File: src/rtl/arith_pkg.sv
// Shared encodings for the sequential N-bit arithmetic unit.
//   op_e    : operation select carried on op_in
//   state_e : control FSM states of arith_seq_nbit
package arith_pkg;

  typedef enum logic [1:0] {
    OP_ADD = 2'b00,
    OP_SUB = 2'b01,
    OP_MUL = 2'b10,
    OP_ACC = 2'b11
  } op_e;

  typedef enum logic [1:0] {
    ST_IDLE = 2'b00,
    ST_MUL  = 2'b01,
    ST_DONE = 2'b10
  } state_e;

endpackage

File: src/rtl/arith_seq_mul_core.sv
// N-step shift-add unsigned multiplier datapath.
//   clk_in, rst_in : clock, synchronous active-high reset
//   start          : load operands a/b and clear the partial product
//   a, b           : unsigned N-bit operands (sampled on start)
//   product        : partial product including the step in progress (2N bits);
//                    equals a*b in the cycle where last_step is high
//   last_step      : the step taken at the next edge is the N-th
module arith_seq_mul_core #(
  parameter int N = 4
) (
  input  logic           clk_in,
  input  logic           rst_in,
  input  logic           start,
  input  logic [N-1:0]   a,
  input  logic [N-1:0]   b,
  output logic [2*N-1:0] product,
  output logic           last_step
);
  localparam int CW = $clog2(N) + 1;

  logic [2*N-1:0] mcand_q, mcand_d;
  logic [N-1:0]   mplier_q, mplier_d;
  logic [2*N-1:0] prod_q, prod_d;
  logic [CW-1:0]  cnt_q, cnt_d;
  logic           busy_q, busy_d;

  // Product is exposed one step ahead so the top can register the final
  // value on the same edge that performs the last step.
  assign product   = prod_q + (mplier_q[0] ? mcand_q : '0);
  assign last_step = busy_q && (cnt_q == CW'(N - 1));

  always_comb begin
    mcand_d  = mcand_q;
    mplier_d = mplier_q;
    prod_d   = prod_q;
    cnt_d    = cnt_q;
    busy_d   = busy_q;
    if (start) begin
      mcand_d  = {{N{1'b0}}, a};
      mplier_d = b;
      prod_d   = '0;
      cnt_d    = '0;
      busy_d   = 1'b1;
    end else if (busy_q) begin
      prod_d   = product;
      mcand_d  = mcand_q << 1;
      mplier_d = mplier_q >> 1;
      cnt_d    = cnt_q + 1'b1;
      if (last_step) busy_d = 1'b0;
    end
  end

  always_ff @(posedge clk_in) begin
    if (rst_in) begin
      mcand_q  <= '0;
      mplier_q <= '0;
      prod_q   <= '0;
      cnt_q    <= '0;
      busy_q   <= 1'b0;
    end else begin
      mcand_q  <= mcand_d;
      mplier_q <= mplier_d;
      prod_q   <= prod_d;
      cnt_q    <= cnt_d;
      busy_q   <= busy_d;
    end
  end

endmodule

File: src/rtl/arith_seq_nbit.sv
// Sequential N-bit arithmetic unit: ADD, SUB, shift-add MUL, ACC.
//   clk_in, rst_in      : clock, synchronous active-high reset
//   valid_in/ready_out  : operand handshake; accept when both high
//   op_in, a_in, b_in   : operation and unsigned operands
//   result_out          : registered 2N-bit result, held until next result
//   carry_out           : carry / borrow / 0 / accumulator wrap
//   valid_out           : one-cycle pulse while in DONE
module arith_seq_nbit
  import arith_pkg::*;
#(
  parameter int N = 4
) (
  input  logic           clk_in,
  input  logic           rst_in,
  input  logic           valid_in,
  output logic           ready_out,
  input  logic [1:0]     op_in,
  input  logic [N-1:0]   a_in,
  input  logic [N-1:0]   b_in,
  output logic [2*N-1:0] result_out,
  output logic           carry_out,
  output logic           valid_out
);
  state_e         state_q, state_d;
  logic [2*N-1:0] result_q, result_d;
  logic           carry_q, carry_d;
  logic [2*N-1:0] acc_q, acc_d;

  logic           accept;
  logic           mul_start;
  logic [2*N-1:0] mul_product;
  logic           mul_last;
  logic [N:0]     add_sum;
  logic [2*N:0]   acc_sum;

  assign ready_out  = (state_q == ST_IDLE);
  assign valid_out  = (state_q == ST_DONE);
  assign result_out = result_q;
  assign carry_out  = carry_q;
  assign accept     = valid_in && ready_out;

  assign add_sum = {1'b0, a_in} + {1'b0, b_in};
  assign acc_sum = {1'b0, acc_q} + {{(N+1){1'b0}}, a_in};

  arith_seq_mul_core #(.N(N)) u_mul (
    .clk_in    (clk_in),
    .rst_in    (rst_in),
    .start     (mul_start),
    .a         (a_in),
    .b         (b_in),
    .product   (mul_product),
    .last_step (mul_last)
  );

  always_comb begin
    state_d   = state_q;
    result_d  = result_q;
    carry_d   = carry_q;
    acc_d     = acc_q;
    mul_start = 1'b0;
    case (state_q)
      ST_IDLE: begin
        if (accept) begin
          state_d = ST_DONE;
          case (op_e'(op_in))
            OP_ADD: begin
              result_d = {{N{1'b0}}, add_sum[N-1:0]};
              carry_d  = add_sum[N];
            end
            OP_SUB: begin
              result_d = {{N{1'b0}}, a_in - b_in};
              carry_d  = (a_in < b_in);
            end
            OP_MUL: begin
              state_d   = ST_MUL;
              mul_start = 1'b1;
            end
            default: begin // OP_ACC
              acc_d    = acc_sum[2*N-1:0];
              result_d = acc_sum[2*N-1:0];
              carry_d  = acc_sum[2*N];
            end
          endcase
        end
      end
      ST_MUL: begin
        if (mul_last) begin
          result_d = mul_product;
          carry_d  = 1'b0;
          state_d  = ST_DONE;
        end
      end
      default: state_d = ST_IDLE;
    endcase
  end

  always_ff @(posedge clk_in) begin
    if (rst_in) begin
      state_q  <= ST_IDLE;
      result_q <= '0;
      carry_q  <= 1'b0;
      acc_q    <= '0;
    end else begin
      state_q  <= state_d;
      result_q <= result_d;
      carry_q  <= carry_d;
      acc_q    <= acc_d;
    end
  end

endmodule

File: config.mk
export PLATFORM = sky130hd
export DESIGN_NAME = arith_seq_nbit
export DESIGN_NICKNAME = d
export VERILOG_FILES = /design/src/rtl/arith_pkg.sv /design/src/rtl/arith_seq_mul_core.sv /design/src/rtl/arith_seq_nbit.sv
export SDC_FILE = /design/constraint.sdc
export NUM_CORES = 1
export LEC_CHECK = 0
export CORE_UTILIZATION = 30
export DETAILED_ROUTE_END_ITERATION = 12
export DONT_BUFFER_PORTS = 1
export PLACE_DENSITY_LB_ADDON = 0.3
export SYNTH_ARGS = -nofsm -noshare
export SYNTH_HDL_FRONTEND = slang
export SYNTH_HIERARCHICAL = 1
export SYNTH_SLANG_ARGS = --single-unit
export TNS_END_PERCENT = 1
File: constraint.sdc
create_clock -name clk_in -period 4.1 [get_ports clk_in]
set_input_delay 0 -clock clk_in [delete_from_list [all_inputs] [get_ports clk_in]]
set_output_delay 0 -clock clk_in [all_outputs]
set_load 0.005 [all_outputs]
==> reports/results.txt <==
run status - finished, final reports clean
overflow left after global routing - 0
CTS tree - yes
count of input and output buffers - 0
diodes inserted - 0
depth of the most critical reg-to-reg path - 11
number of hold violations in the final report - 0
MaxCap Viol Count - 0
cell count after synthesis - 332
worst-case headroom to the max-slew limit - 33.61%
shortest clock period the worst path allows after layout - 2329 ps
highest routing layer actually used - met4
clock slew at the register clock pins of the worst setup and hold paths - 90 ps
asr flop ratio synth - 0%
sort of element at the end of the critical path - flop
overall global routing resource usage - 14.47%
share of the yosys chip area belonging to registers - 30.77%
worst slew pin tran - 992.5 ps
top achievable clock speed - 429.4 MHz
Post-CTS Setup Repair Bufs - 0
worst reg2reg endpoint - result_out[6]
overall die area - 9716 sq um
required arrival time at the worst endpoint - 4290 ps
met2 WL post-DR - 2745 um
Net Count, Synth - 370
detailed-routing wirelength on met1 - 3456 um
I/O pins - 24
Post-synth top cells - nor2_1, dfxtp_1, inv_1
number of synthesized register bits - 43
worst min path class - input pin to flop
clock group share of total power - 32.7%
Via-to-Cell Ratio - 5.052
area growth from synthesis to final layout - 8.766%
post-route core utilization - 34.22%
critical path data arrival time - 2520 ps
routed length on met3 - 272 um
final worst-path cycle share - 56.80%
Synth cell types - 54
Total Neg Setup Slack - 0 ps
worst hold endpoint - result_out[2]
number of detailed-routing iterations run before antenna repair - 4
wire length of the first global-routing pass - 11160 um
Clk Latency, worst-skew pair - 290 ps
startpoint of the most critical register-to-register path - u_mul/mplier_q[0]
placement row count - 34
area fraction of the dominant cell type after synthesis - 30.77%
number of buffers on the longest clock path - 2
number of pins with negative max-slew slack in the final report - 0
placeable core region - 8891 sq um
setup repair after global routing missed its margin - false
combinational group share of total power - 14.7%
leakage power - 1.185 nW
total internal power - 0.0006042 W
Antenna Nets Post-Route - 0
startpoint kind of the worst setup timing path - flop
total setup violations reported at the end of the flow - 0
top cell family by delay on the critical path - compound AO/OA/AOI/OAI gates
number of gates resized after cts - 0
leading cell types by total area after synthesis - dfxtp_1, ha_1, mux2i_1
type of the worst setup path - flop to flop
largest net degree at the start of global routing - 27
clk_skew - 5.423 ps
sequential share of power - 52.6%
cells traversed along the worst timing path - and2_1, ha_1, inv_1, fa_1, nor2b_1, o21ai_1, a21oi_1, a211oi_1, xnor2_1, a221oi_1, nor2_1
most common cell in the netlist - nor2_1
CP peak stage delay - 450 ps
most area-hungry cell type in the Yosys netlist - dfxtp_1
Hold Crit Depth - 3
Syn. warnings - 6
startpoint of the tightest hold check path - op_in[1]
Synth Cell Area - 2798 sq um
Post-synth top flop - dfxtp_1
vias in the first global route - 2193
cell chosen for the clock root - clkbuf_8
count of flip-flops with a built-in enable after synthesis - 0
Die Span Y - 98.57 um
Final nets - 372
switching portion of total power - 28.80%
power per standard cell area - 278.8 nW/um^2
register-to-register setup slack - 1770 ps
Starting Density - 31.47%
routed vias - 2238
total clock buffers created by CTS - 5
total DRC errors in the routed layout - 0
Net Sw Power - 0.0002443 W
buffers plus inverters on the worst setup path - 1
number of antenna violations at the first check in global routing - 0
DRC violation total after the first TritonRoute iteration - 103
largest voltage drop on the vdd net - 0.1125 mV
sum of net half-perimeters after detailed placement - 4800 um
CTS H-tree depth - 2
clock tree sinks - 43
critical path's slowest cell - dfxtp_1
Mean Syn Cell Area - 8.427 sq um
GPL Wtd Cong - 0.8160
Die Wd - 98.57 um
routed wire length - 6522 um
fraction of layout instances using a drive strength above 1 - 5.373%
largest fanout on the critical path - 9
WL/cell - 14.72 um
[through the flow]
step / hold WS (ps) / instances / cell area (sq um) / setup slack, ps / power [W]
after floorplan: 114.8 / 332 / 2798 / 1965 / 0.0005503
after global placement: 76.19 / 425 / 2854 / 1839 / 0.0005657
after detailed placement: 77.35 / 425 / 2854 / 1796 / 0.0005672
after CTS: 0.8171 / 443 / 3043 / 1765 / 0.0008551
after global routing: 5.523 / 443 / 3043 / 1520 / 0.0008947
final: 13.66 / 443 / 3043 / 1771 / 0.0008485
[power groups by stage]
stage | registers, W | clock network (W) | logic [W]
floorplan | 0.000449 | 0 | 0.000101
finish | 0.000446 | 0.000278 | 0.000125
CTS | 0.000446 | 0.000284 | 0.000125
global route | 0.000448 | 0.000303 | 0.000143
detailed placement | 0.000456 | 0 | 0.000111
global placement | 0.000456 | 0 | 0.000110
[sequential cells by signal, indices dropped and copies added (netlist names)]
| register | flops |
|---|---|
| carry_out | 1 |
| u_mul/mplier_q | 4 |
| u_mul/prod_q | 8 |
| u_mul/cnt_q | 3 |
| result_out | 8 |
| state_q | 2 |
| u_mul/busy_q | 1 |
| acc_q | 8 |
| u_mul/mcand_q | 8 |
[area by class of cell]
cell class | count | area (sq um)
fillers | 948 | 5848
clock inverters | 3 | 20.02
repair buffers | 12 | 115.1
inverters | 25 | 93.84
clock buffers | 5 | 68.82
well taps | 108 | 135.1
multi-input cells | 247 | 1749
flip-flops and latches | 43 | 860.8
[kinds of logic (layout without fill, tap and decap cells)]
group / count (synthesis) / in the layout / share of synthesized area, %
adder cells (fa/ha/maj): 25 / 25 / 12.25
flip-flops: 43 / 43 / 30.77
XOR/XNOR: 18 / 18 / 5.903
AO/OA/AOI/OAI: 72 / 72 / 17.49
buffers and inverters: 42 / 45 / 6.708
AND/OR/NAND/NOR: 112 / 112 / 19.72
multiplexers: 20 / 20 / 7.156
[how the worst max path moves through the flow]
stage | from | endpoint | slack [ps] | cells after the start
after floorplan | u_mul/mplier_q[0] | result_out[6] | 1970 | 11
after global placement | u_mul/mplier_q[0] | result_out[6] | 1840 | 11
after detailed placement | u_mul/mplier_q[0] | result_out[6] | 1800 | 11
after CTS | u_mul/mplier_q[0] | result_out[6] | 1770 | 11
after global routing | u_mul/mplier_q[0] | result_out[6] | 1520 | 11
final | u_mul/mplier_q[0] | result_out[6] | 1770 | 11
[layout by cell type, fill, tap and decap left out, types with 2 or more instances in the layout]
cell type and n:
mux2i_1 20, o21ai_1 4, a21o_1 3, clkbuf_8 5, xnor2_1 10, o211ai_1 8, buf_4 2, nand2b_1 3
a32oi_1 2, dfxtp_1 43, a21oi_1 20, inv_1 24, nor3_1 2, nand4_1 4, nand2_1 16, nor3b_1 5
nor2_1 52, nor2b_1 6, fa_1 4, dlygate4sd3_1 10, o31a_1 2, ha_1 21, a211oi_1 5, nand4b_1 2
nand3_1 5, o21a_1 2, clkinvlp_4 2, and2_1 9, xor2_1 7, a221oi_1 4, o21ai_0 9
[timing repair]
item,CTS,global route
hold endpoints to repair,25,0
hold buffers,10,0
setup endpoints to repair,0,0
[metal layers]
layer  vias up  GRT usage, %
met5         -             0
met4         0         3.789
met3         2         2.553
met2        36         22.05
li1       1157             -
met1      1043         21.01
[worst register-to-register path, delay by kind of cell, from the launching register on]
kind            cells  cell delay [ps]
buf+inv             1               60
compound gates      4              610
flops               1              450
simple gates        3              360
xor+xnor            1              140
fa+ha+maj           2              590
(Power assumes the default switching activity.)
